`src/rtl/collision_pkg.sv`:
```
// Shared types and sizing helpers for the multi-ghost collision checker.
package collision_pkg;

  typedef enum logic [1:0] {
    IDLE,
    SCAN,
    FLUSH
  } state_t;

  localparam int COORD_W_DEF = 9;

  function automatic int dist_w(input int coord_w);
    return 2 * coord_w + 1;
  endfunction

  function automatic int thresh(input int radius);
    return radius * radius;
  endfunction

endpackage

```
`src/rtl/dist_sq_pipe.sv`:
```
// Valid-tagged squared-distance datapath: abs-difference, square, then a
// combinational sum/compare whose result the caller registers as stage 3.
module dist_sq_pipe
  import collision_pkg::*;
#(
  parameter int COORD_W = COORD_W_DEF,
  parameter int RADIUS  = 12,
  parameter int IDW     = 2
) (
  input  logic               clk,
  input  logic               rst,
  input  logic               in_valid,
  input  logic [IDW-1:0]     in_id,
  input  logic [COORD_W-1:0] px,
  input  logic [COORD_W-1:0] py,
  input  logic [COORD_W-1:0] mx,
  input  logic [COORD_W-1:0] my,
  output logic               out_valid,
  output logic [IDW-1:0]     out_id,
  output logic               out_hit,
  output logic               pipe_busy
);

  localparam int DW = dist_w(COORD_W);
  localparam logic [DW-1:0] TH = DW'(thresh(RADIUS));

  // Differences are read as two's complement; the top bit is the sign.
  function automatic logic [COORD_W-1:0] mag(input logic [COORD_W:0] d);
    return d[COORD_W] ? (~d[COORD_W-1:0] + COORD_W'(1)) : d[COORD_W-1:0];
  endfunction

  logic [COORD_W:0]     diff_x, diff_y;
  logic                 s1_valid, s2_valid;
  logic [IDW-1:0]       s1_id, s2_id;
  logic [COORD_W-1:0]   s1_dx, s1_dy;
  logic [2*COORD_W-1:0] s2_sqx, s2_sqy;
  logic [DW-1:0]        sum;

  assign diff_x = {1'b0, px} - {1'b0, mx};
  assign diff_y = {1'b0, py} - {1'b0, my};

  always_ff @(posedge clk or posedge rst) begin
    if (rst) begin
      s1_valid <= 1'b0;
      s1_id    <= '0;
      s1_dx    <= '0;
      s1_dy    <= '0;
      s2_valid <= 1'b0;
      s2_id    <= '0;
      s2_sqx   <= '0;
      s2_sqy   <= '0;
    end else begin
      s1_valid <= in_valid;
      s1_id    <= in_id;
      s1_dx    <= mag(diff_x);
      s1_dy    <= mag(diff_y);
      s2_valid <= s1_valid;
      s2_id    <= s1_id;
      s2_sqx   <= {{COORD_W{1'b0}}, s1_dx} * {{COORD_W{1'b0}}, s1_dx};
      s2_sqy   <= {{COORD_W{1'b0}}, s1_dy} * {{COORD_W{1'b0}}, s1_dy};
    end
  end

  // Full-width sum: two maximal squares cannot overflow DW bits.
  assign sum       = {1'b0, s2_sqx} + {1'b0, s2_sqy};
  assign out_hit   = (sum < TH);
  assign out_valid = s2_valid;
  assign out_id    = s2_id;
  assign pipe_busy = s1_valid | s2_valid;

endmodule

```
`src/rtl/collision_array.sv`:
```
// Multi-ghost collision sweep: snapshots positions on start, streams ghosts
// through dist_sq_pipe and commits a hit mask. Optional COLLISION_EDGE_EN adds col_new.
module collision_array
  import collision_pkg::*;
#(
  parameter int  COORD_W  = COORD_W_DEF,
  parameter int  N_GHOSTS = 4,
  parameter int  RADIUS   = 12,
  localparam int IDW      = (N_GHOSTS > 1) ? $clog2(N_GHOSTS) : 1
) (
  input  logic                        clk,
  input  logic                        rst,
  input  logic                        start,
  input  logic [COORD_W-1:0]          p_x,
  input  logic [COORD_W-1:0]          p_y,
  input  logic [N_GHOSTS*COORD_W-1:0] m_x,
  input  logic [N_GHOSTS*COORD_W-1:0] m_y,
  output logic                        busy,
  output logic                        done,
  output logic                        col,
  output logic [N_GHOSTS-1:0]         col_mask,
  output logic [IDW-1:0]              first_id
`ifdef COLLISION_EDGE_EN
  ,
  output logic [N_GHOSTS-1:0]         col_new
`endif
);

  localparam logic [IDW-1:0] LAST = IDW'(N_GHOSTS - 1);

  state_t               state, next_state;
  logic                 launch, commit;
  logic [IDW-1:0]       idx;
  logic [COORD_W-1:0]   snap_px, snap_py;
  logic [COORD_W-1:0]   gx [N_GHOSTS];
  logic [COORD_W-1:0]   gy [N_GHOSTS];
  logic [N_GHOSTS-1:0]  work_mask;
  logic [IDW-1:0]       enc;
  logic                 out_valid, out_hit, pipe_busy;
  logic [IDW-1:0]       out_id;

  always_ff @(posedge clk or posedge rst) begin
    if (rst) state <= IDLE;
    else     state <= next_state;
  end

  always_comb begin
    next_state = state;
    launch     = 1'b0;
    commit     = 1'b0;
    busy       = (state != IDLE);
    case (state)
      IDLE: begin
        if (start) begin
          launch     = 1'b1;
          next_state = SCAN;
        end
      end
      SCAN: begin
        if (idx == LAST) next_state = FLUSH;
      end
      FLUSH: begin
        // Commit one cycle after the last hit bit lands in the working mask.
        if (!pipe_busy) begin
          commit     = 1'b1;
          next_state = IDLE;
        end
      end
      default: next_state = IDLE;
    endcase
  end

  dist_sq_pipe #(
    .COORD_W(COORD_W),
    .RADIUS (RADIUS),
    .IDW    (IDW)
  ) u_pipe (
    .clk      (clk),
    .rst      (rst),
    .in_valid (state == SCAN),
    .in_id    (idx),
    .px       (snap_px),
    .py       (snap_py),
    .mx       (gx[idx]),
    .my       (gy[idx]),
    .out_valid(out_valid),
    .out_id   (out_id),
    .out_hit  (out_hit),
    .pipe_busy(pipe_busy)
  );

  always_ff @(posedge clk or posedge rst) begin
    if (rst) begin
      idx       <= '0;
      snap_px   <= '0;
      snap_py   <= '0;
      work_mask <= '0;
      for (int i = 0; i < N_GHOSTS; i++) begin
        gx[i] <= '0;
        gy[i] <= '0;
      end
    end else begin
      if (launch) begin
        idx       <= '0;
        snap_px   <= p_x;
        snap_py   <= p_y;
        work_mask <= '0;
        for (int i = 0; i < N_GHOSTS; i++) begin
          gx[i] <= m_x[i*COORD_W +: COORD_W];
          gy[i] <= m_y[i*COORD_W +: COORD_W];
        end
      end else begin
        if (state == SCAN) idx <= idx + IDW'(1);
        if (out_valid) work_mask[out_id] <= out_hit;
      end
    end
  end

  always_comb begin
    enc = '0;
    for (int i = N_GHOSTS - 1; i >= 0; i--) begin
      if (work_mask[i]) enc = IDW'(i);
    end
  end

  always_ff @(posedge clk or posedge rst) begin
    if (rst) begin
      done     <= 1'b0;
      col      <= 1'b0;
      col_mask <= '0;
      first_id <= '0;
`ifdef COLLISION_EDGE_EN
      col_new  <= '0;
`endif
    end else begin
      done <= commit;
      if (commit) begin
        col      <= |work_mask;
        col_mask <= work_mask;
        first_id <= enc;
`ifdef COLLISION_EDGE_EN
        col_new  <= work_mask & ~col_mask;
`endif
      end
    end
  end

endmodule
```
`config.mk`:
```
export PLATFORM = sky130hd
export DESIGN_NAME = collision_array
export DESIGN_NICKNAME = d
export VERILOG_FILES = /design/src/rtl/collision_pkg.sv /design/src/rtl/dist_sq_pipe.sv /design/src/rtl/collision_array.sv
export SDC_FILE = /design/constraint.sdc
export NUM_CORES = 1
export LEC_CHECK = 0
export BUFFER_PORTS_ARGS = -buffer_cell sky130_fd_sc_hd__buf_2
export CAP_MARGIN = 25
export CORE_ASPECT_RATIO = 0.7
export CORE_MARGIN = 1.5
export CORE_UTILIZATION = 54
export DETAILED_ROUTE_END_ITERATION = 16
export PLACE_DENSITY = 0.7
export SLEW_MARGIN = 20
export SYNTH_ARGS = -nofsm -noshare
export SYNTH_HDL_FRONTEND = slang
export SYNTH_HIERARCHICAL = 1
export SYNTH_SLANG_ARGS = --single-unit
export TNS_END_PERCENT = 5
```
`constraint.sdc`:
```
create_clock -name clk -period 11.11 [get_ports clk]
set_input_delay 1.111 -clock clk [delete_from_list [all_inputs] [get_ports clk]]
set_output_delay 1.111 -clock clk [all_outputs]
set_load 0.05 [all_outputs]
```
==> impl_results.rst, run 1 <==
.. list-table::
   :header-rows: 1

   * - Metric
     - Value
   * - Critical path endpoint category
     - flip-flop
   * - Post-cts hold buffer count
     - 0
   * - DIE AREA
     - 22300 um^2
   * - Number of setup buffers added after CTS
     - 0
   * - Port Buffer Count
     - 101
   * - Total I/O pin count
     - 102
   * - Synthesized netlist cell count
     - 1082
   * - Dpl ws
     - 6.17 ns
   * - Fin Hold WS
     - 0.353 ns
   * - Final cycle utilization of the critical path
     - 45.8%
   * - Number of cells on the worst reg-to-reg path
     - 17
   * - Share of layout cells above drive strength 1
     - 20.2%
   * - Die height
     - 126 um
   * - Initial detailed-routing violation count
     - 317
   * - Unrepaired setup endpoints after global routing
     - false
   * - Share of cell area taken by muxes after synthesis
     - 13.1%
   * - Final setup skew
     - 0.0101 ns
   * - Net count of the finished layout
     - 1451
   * - XOR/XNOR share of the synthesized area
     - 4.62%
   * - Met2 routing resource usage after global routing
     - 33.4%
   * - Distinct cell type count of the synthesized netlist
     - 59
   * - Growth of design area from synthesis to finish
     - 12.1%
   * - Met1 Usage GRT
     - 30.1%
   * - Final Routed Wirelength
     - 21900 um
   * - Critical path fanouts, max
     - 11
   * - Busiest grt layer
     - met2
   * - DP Wirelength
     - 17000 um
   * - Util after Layout
     - 62.2%
   * - Residual DRC
     - 0
   * - # fillers
     - 1693
   * - Total routing usage reported by global routing
     - 21.6%
   * - Run status
     - finished, final reports clean
   * - Largest buffer count on any clock path
     - 2
   * - Syn. warnings
     - 6
   * - Area of the multi-input gates
     - 6750 um^2
   * - Wire length of the first global-routing pass
     - 38000 um
   * - Count of maximum capacitance violations
     - 0
   * - Sequential Area
     - 4050 um^2
   * - Final period demand of the worst path
     - 5.09 ns
   * - Antenna-violating nets left
     - 0
   * - Simple logic cell fraction of the synthesized area
     - 10.2%
   * - Share of synthesized area occupied by flip-flops and latches
     - 35.0%
   * - Wire length per cell after detailed routing
     - 14.8 um
   * - Worst Tran Pin Value
     - 0.887 ns
   * - Synth async-reset ratio
     - 100%
   * - Routability cong.
     - 0.827
   * - Area of the mapped netlist
     - 11600 um^2
   * - Type of the worst setup path
     - reg2reg
   * - Sort of element at the start of the critical path
     - flip-flop
   * - Vias per inst
     - 5.26
   * - Crit-path max cell delay
     - 0.60 ns
   * - Cell with the largest stage delay on the worst path
     - sky130_fd_sc_hd__fa_1
   * - Total number of H-tree levels
     - 4
   * - FF+latch count, synth
     - 162
   * - Synth Area per Inst
     - 10.7 um^2
   * - Required time reported for the critical path endpoint
     - 11.43 ns
   * - Via count of the first global-routing pass
     - 7928
   * - Top_reg_cell synth
     - sky130_fd_sc_hd__dfrtp_1
   * - Number of enable flip-flop cells after synthesis
     - 0
   * - Most common cell after layout, fill and taps aside
     - sky130_fd_sc_hd__inv_1
   * - CTS Buf Count
     - 17
   * - Core Box Area
     - 20900 um^2
   * - Clock latency on the worst-skew pair
     - 0.43 ns
   * - Clock root buffer
     - sky130_fd_sc_hd__clkbuf_16
   * - Total negative slack for setup checks
     - 0 ns
   * - Die outline width
     - 178 um
   * - Cell count of the worst hold path
     - 0
   * - Number of endpoints failing setup at the final stage
     - 0
   * - TritonCTS clock tree
     - yes
   * - First-pass detailed-route iteration total
     - 4
   * - Relative slew slack
     - 40.4%
   * - Final hold violations
     - 0
   * - Met3 track demand over resource in global routing
     - 6.63%
   * - Cell Rows
     - 44
   * - TritonCTS Sinks
     - 162
   * - Largest family of logic cells by synthesized area
     - adder cells
   * - Initial cell density of the core
     - 55.5%
   * - Clock input transition at the sequential cells of the worst setup and hold paths
     - 0.07 ns
   * - CP Cell Sequence
     - and2_1 -> inv_1 -> fa_1 -> inv_1 -> fa_1 -> inv_1 -> fa_1 -> fa_1 -> inv_1 -> ha_1 -> o21ai_0 -> a21boi_0 -> o21ai_0 -> a21oi_1 -> o31ai_1 -> nand2_1 -> o311ai_1
   * - Data arrival time of the worst path
     - 5.41 ns
   * - Area share of fa/ha/maj cells after synthesis
     - 23.0%
   * - Net count after synthesis
     - 1347
   * - Final max-slew violation count
     - 0
   * - Most frequent cells in the layout
     - sky130_fd_sc_hd__inv_1 (173), sky130_fd_sc_hd__dfrtp_1 (162), sky130_fd_sc_hd__ha_1 (104)
   * - Crit path setup slack, layout
     - 6.02 ns
   * - Class of the tightest hold or removal check
     - reg2reg
   * - Synth Area in Compound Gates
     - 7.22%
   * - Number of cells upsized or downsized after cts
     - 0
   * - Max Clk Rate
     - 196 MHz
   * - Number of antenna violations at the first check in global routing
     - 2
   * - Grt ovf
     - 0
   * - DR vias
     - 7771
   * - Pin count of the biggest net entering global routing
     - 79
==> final cells by class <==
| class | instances | area share, % |
|---|---|---|
| flip-flops and latches | 162 | 31.2 |
| inverters | 176 | 5.11 |
| multi-input cells | 721 | 52.0 |
| diodes | 1 | 0.0193 |
| well taps | 276 | 2.66 |
| clock inverters | 14 | 1.16 |
| clock buffers | 18 | 3.38 |
| repair buffers | 108 | 4.45 |
==> flip-flops by register name (all words and copies together), names as in the netlist <==
signal / flops
done: 1
first_id: 2
gy: 36
u_pipe/out_valid: 1
u_pipe/s1_valid: 1
u_pipe/s1_dy: 9
idx: 2
u_pipe/s1_id: 2
snap_px: 9
u_pipe/s1_dx: 9
col_mask: 4
u_pipe/s2_sqy: 16
gx: 36
col: 1
work_mask: 4
u_pipe/out_id: 2
snap_py: 9
u_pipe/s2_sqx: 16
state: 2
==> Yosys cell counts (8+ instances only) <==
library cell,number,area share (%)
sky130_fd_sc_hd__nand2b_1,8,0.43
sky130_fd_sc_hd__mux2i_1,8,0.69
sky130_fd_sc_hd__clkbuf_1,8,0.26
sky130_fd_sc_hd__o21ai_0,20,0.86
sky130_fd_sc_hd__buf_2,11,0.48
sky130_fd_sc_hd__a21oi_1,37,1.6
sky130_fd_sc_hd__ha_1,104,11
sky130_fd_sc_hd__mux4_2,18,3.5
sky130_fd_sc_hd__dfrtp_1,162,35
sky130_fd_sc_hd__inv_1,175,5.7
sky130_fd_sc_hd__and2_1,38,2.1
sky130_fd_sc_hd__nor2b_1,13,0.70
sky130_fd_sc_hd__nand2_1,73,2.4
sky130_fd_sc_hd__nor2_1,61,2.0
sky130_fd_sc_hd__xor2_1,16,1.2
sky130_fd_sc_hd__fa_1,68,12
sky130_fd_sc_hd__a21o_1,12,0.78
sky130_fd_sc_hd__mux2_1,23,2.2
sky130_fd_sc_hd__xnor2_1,45,3.4
sky130_fd_sc_hd__mux2_2,69,6.7
sky130_fd_sc_hd__nor3_1,14,0.61
==> metal layers <==
metal / share of wire, % / vias up
met5: 0.069 / -
met4: 0.83 / 2
met3: 6.8 / 14
met2: 45 / 155
met1: 47 / 3795
li1: - / 3805
==> worst paths after layout <==
kind	to	startpoint	slack, ns
max	u_pipe/s2_sqx[14]	u_pipe/s1_dx[6]	6.02
min	u_pipe/out_id[0]	u_pipe/s1_id[0]	0.35
max reg2reg	u_pipe/s2_sqx[14]	u_pipe/s1_dx[6]	6.02
min reg2reg	u_pipe/out_id[0]	u_pipe/s1_id[0]	0.35
max in group asynchronous	gx[24]	rst	9.48
min in group asynchronous	col_mask[0]	rst	0.67
==> metrics by stage <==
step | instance area [um^2] | std cells
floorplan | 11600 | 1082
global placement | 12400 | 1442
detailed placement | 12400 | 1442
CTS | 12900 | 1474
global route | 13000 | 1475
finish | 13000 | 1476
==> cells by family after synthesis <==
| family | Yosys count |
|---|---|
| AND/OR/NAND/NOR | 244 |
| AO/OA/AOI/OAI | 126 |
| XOR/XNOR | 61 |
| multiplexers | 118 |
| adder cells (fa/ha/maj) | 172 |
| buffers and inverters | 199 |
| flip-flops | 162 |
==> worst max-delay path: cells and delay by family, from the launching register on <==
family          cells  cell delay, ns
compound gates      6            1.44
simple gates        2            0.36
buf+inv             4            0.24
flops               1            0.53
fa+ha+maj           5            2.42
Power of run 1 is left out: the tool's default activity adds up to more than one toggle a clock period on the data nets, which glitch-free logic cannot reach.
==> run 2, diff against run 1 <==
==> constraint.sdc (replaced) <==
create_clock -name clk -period 4.9 [get_ports clk]
set_input_delay 0.49 -clock clk [delete_from_list [all_inputs] [get_ports clk]]
set_output_delay 0.49 -clock clk [all_outputs]
set_load 0.05 [all_outputs]
==> run 2 against run 1 <==
Net effect:
- clock skew grew 0.00092 ns
- largest cell class unchanged
- sequential cell count stayed put
- via count decreased by 0.41%
==> impl_results.rst, run 2 (synthesis results as in run 1) <==
.. list-table::
   :header-rows: 1

   * - Metric
     - Value
   * - Pin count of the biggest net entering global routing
     - 82
   * - Crit path setup slack, layout
     - 0.148 ns
   * - Core Box Area
     - 20900 um^2
   * - Register-to-register setup slack
     - 0.15 ns
   * - Final cycle utilization of the critical path
     - 97.0%
   * - Antenna-violating nets left
     - 0
   * - Most common cell after layout, fill and taps aside
     - sky130_fd_sc_hd__inv_1
   * - First-pass detailed-route iteration total
     - 5
   * - Clock root buffer
     - sky130_fd_sc_hd__clkbuf_16
   * - Fin Hold WS
     - 0.162 ns
   * - Via count of the first global-routing pass
     - 7827
   * - Relative slew slack
     - 42.1%
   * - Routability cong.
     - 0.838
   * - Number of endpoints failing setup at the final stage
     - 0
   * - Most frequent cells in the layout
     - sky130_fd_sc_hd__inv_1 (173), sky130_fd_sc_hd__dfrtp_1 (158), sky130_fd_sc_hd__ha_1 (104)
   * - Unrepaired setup endpoints after global routing
     - true
   * - Max Clk Rate
     - 210 MHz
   * - Run status
     - finished, final reports clean
   * - Worst Tran Pin Value
     - 0.861 ns
   * - Net count of the finished layout
     - 1461
   * - Die height
     - 126 um
   * - Total I/O pin count
     - 102
   * - Number of setup buffers added after CTS
     - 0
   * - Class of the tightest hold or removal check
     - in2async
   * - TritonCTS Sinks
     - 162
   * - Residual DRC
     - 0
   * - Final Routed Wirelength
     - 22100 um
   * - Cell with the largest stage delay on the worst path
     - sky130_fd_sc_hd__fa_1
   * - Launching point of the worst reg2reg path
     - u_pipe/s1_dy[1]
   * - TritonCTS clock tree
     - yes
   * - CTS Buf Count
     - 17
   * - Growth of design area from synthesis to finish
     - 13.3%
   * - Count of maximum capacitance violations
     - 0
   * - Vias per inst
     - 5.20
   * - Final period demand of the worst path
     - 4.75 ns
   * - Post-cts hold buffer count
     - 0
   * - CP Cell Sequence
     - and2_1 -> inv_1 -> fa_1 -> inv_1 -> fa_1 -> inv_1 -> fa_1 -> fa_1 -> inv_1 -> ha_1 -> o21ai_1 -> a21boi_0 -> o21ai_1 -> a21oi_1 -> a41o_1 -> o41a_1 -> xor2_1
   * - Sort of element at the start of the critical path
     - flip-flop
   * - Die outline width
     - 178 um
   * - Final setup skew
     - 0.0110 ns
   * - Total number of H-tree levels
     - 4
   * - Initial detailed-routing violation count
     - 484
   * - Port Buffer Count
     - 101
   * - Data arrival time of the worst path
     - 5.07 ns
   * - Initial cell density of the core
     - 55.5%
   * - Largest buffer count on any clock path
     - 2
   * - Share of layout cells above drive strength 1
     - 21.5%
   * - Wire length per cell after detailed routing
     - 14.9 um
   * - Worst reg2reg endpoint
     - u_pipe/s2_sqy[16]
   * - DR vias
     - 7739
   * - DP Wirelength
     - 17100 um
   * - DIE AREA
     - 22300 um^2
   * - Type of the worst setup path
     - reg2reg
   * - Final max-slew violation count
     - 0
   * - Critical path fanouts, max
     - 10
   * - Clock input transition at the sequential cells of the worst setup and hold paths
     - 0.07 ns
   * - Cell Rows
     - 44
   * - Wire length of the first global-routing pass
     - 38300 um
   * - Clock latency on the worst-skew pair
     - 0.44 ns
   * - Grt ovf
     - 0
   * - Dpl ws
     - 0.103 ns
   * - Largest registers in the final layout
     - gx (36), gy (36)
   * - Total routing usage reported by global routing
     - 21.8%
   * - Crit-path max cell delay
     - 0.59 ns
   * - Number of antenna violations at the first check in global routing
     - 3
   * - Critical path endpoint category
     - flip-flop
   * - Required time reported for the critical path endpoint
     - 5.22 ns
   * - Final hold violations
     - 0
   * - Number of cells on the worst reg-to-reg path
     - 17
[run 2: cell types whose count changed in the layout (fill, tap and decap cells not counted), moves of 2 or more]
cell                        previous run  this run
sky130_fd_sc_hd__bufinv_16             1         3
sky130_fd_sc_hd__dfrtp_2               0         4
sky130_fd_sc_hd__inv_6                 2         4
sky130_fd_sc_hd__clkinv_4              5         1
sky130_fd_sc_hd__dfrtp_1             162       158
sky130_fd_sc_hd__buf_4                 6        16
[run 2: worst max-delay path by stage]
stage | slack (ns) | from | endpoint | cells after the start
finish | 0.15 | u_pipe/s1_dy[1] | u_pipe/s2_sqy[16] | 17
global route | -0.04 | u_pipe/s1_dy[1] | u_pipe/s2_sqy[16] | 17
CTS | 0.08 | u_pipe/s1_dx[1] | u_pipe/s2_sqx[17] | 17
detailed placement | 0.10 | u_pipe/s1_dy[1] | u_pipe/s2_sqy[17] | 17
global placement | 0.23 | u_pipe/s1_dy[1] | u_pipe/s2_sqy[17] | 17
floorplan | 0.29 | u_pipe/s1_dy[6] | u_pipe/s2_sqy[17] | 18
[run 2: repair_timing]
action,CTS,global route
hold endpoints to repair,0,0
setup endpoints to repair,0,8
gates resized for setup,0,11
[run 2: critical path: cells and delay by family (launching register included)]
family / cells / cell delay, ns
buffers and inverters: 4 / 0.24
xor gates and xnor gates: 1 / 0.15
DFF: 1 / 0.44
AOI/OAI and AO/OA: 6 / 1.21
adders and majority gates: 5 / 2.41
and+or+nand+nor: 1 / 0.20
[run 2: area by class of cell]
class / count / area, um^2
inverter: 176 / 666
antenna: 2 / 5.00
tap: 276 / 345
multi-input combinational: 721 / 6770
clock inverter: 14 / 198
timing repair buffer: 118 / 646
clock buffer: 18 / 429
sequential: 162 / 4060
fill: 1686 / 7750
[run 2: stage by stage]
| step | instances | util, % | cell area [um^2] | setup TNS, ns |
|---|---|---|---|---|
| 5_1_grt | 1485 | 62.9 | 13100 | -0.0405 |
| 3_3_place_gp | 1452 | 59.6 | 12400 | 0 |
| 3_5_place_dp | 1453 | 59.7 | 12500 | 0 |
| 6_report | 1487 | 62.9 | 13100 | 0 |
| 2_1_floorplan | 1082 | - | 11600 | 0 |
| 4_1_cts | 1485 | 62.7 | 13100 | 0 |
[run 2: routing by layer]
metal / wire, um / track usage (%) / up-vias
li1: - / - / 3808
met4: 165 / 4.30 / 4
met1: 11000 / 31.6 / 3757
met3: 1430 / 6.60 / 14
met5: 27 / 0 / -
met2: 9570 / 32.6 / 156
Power of run 2 is left out for the same reason.
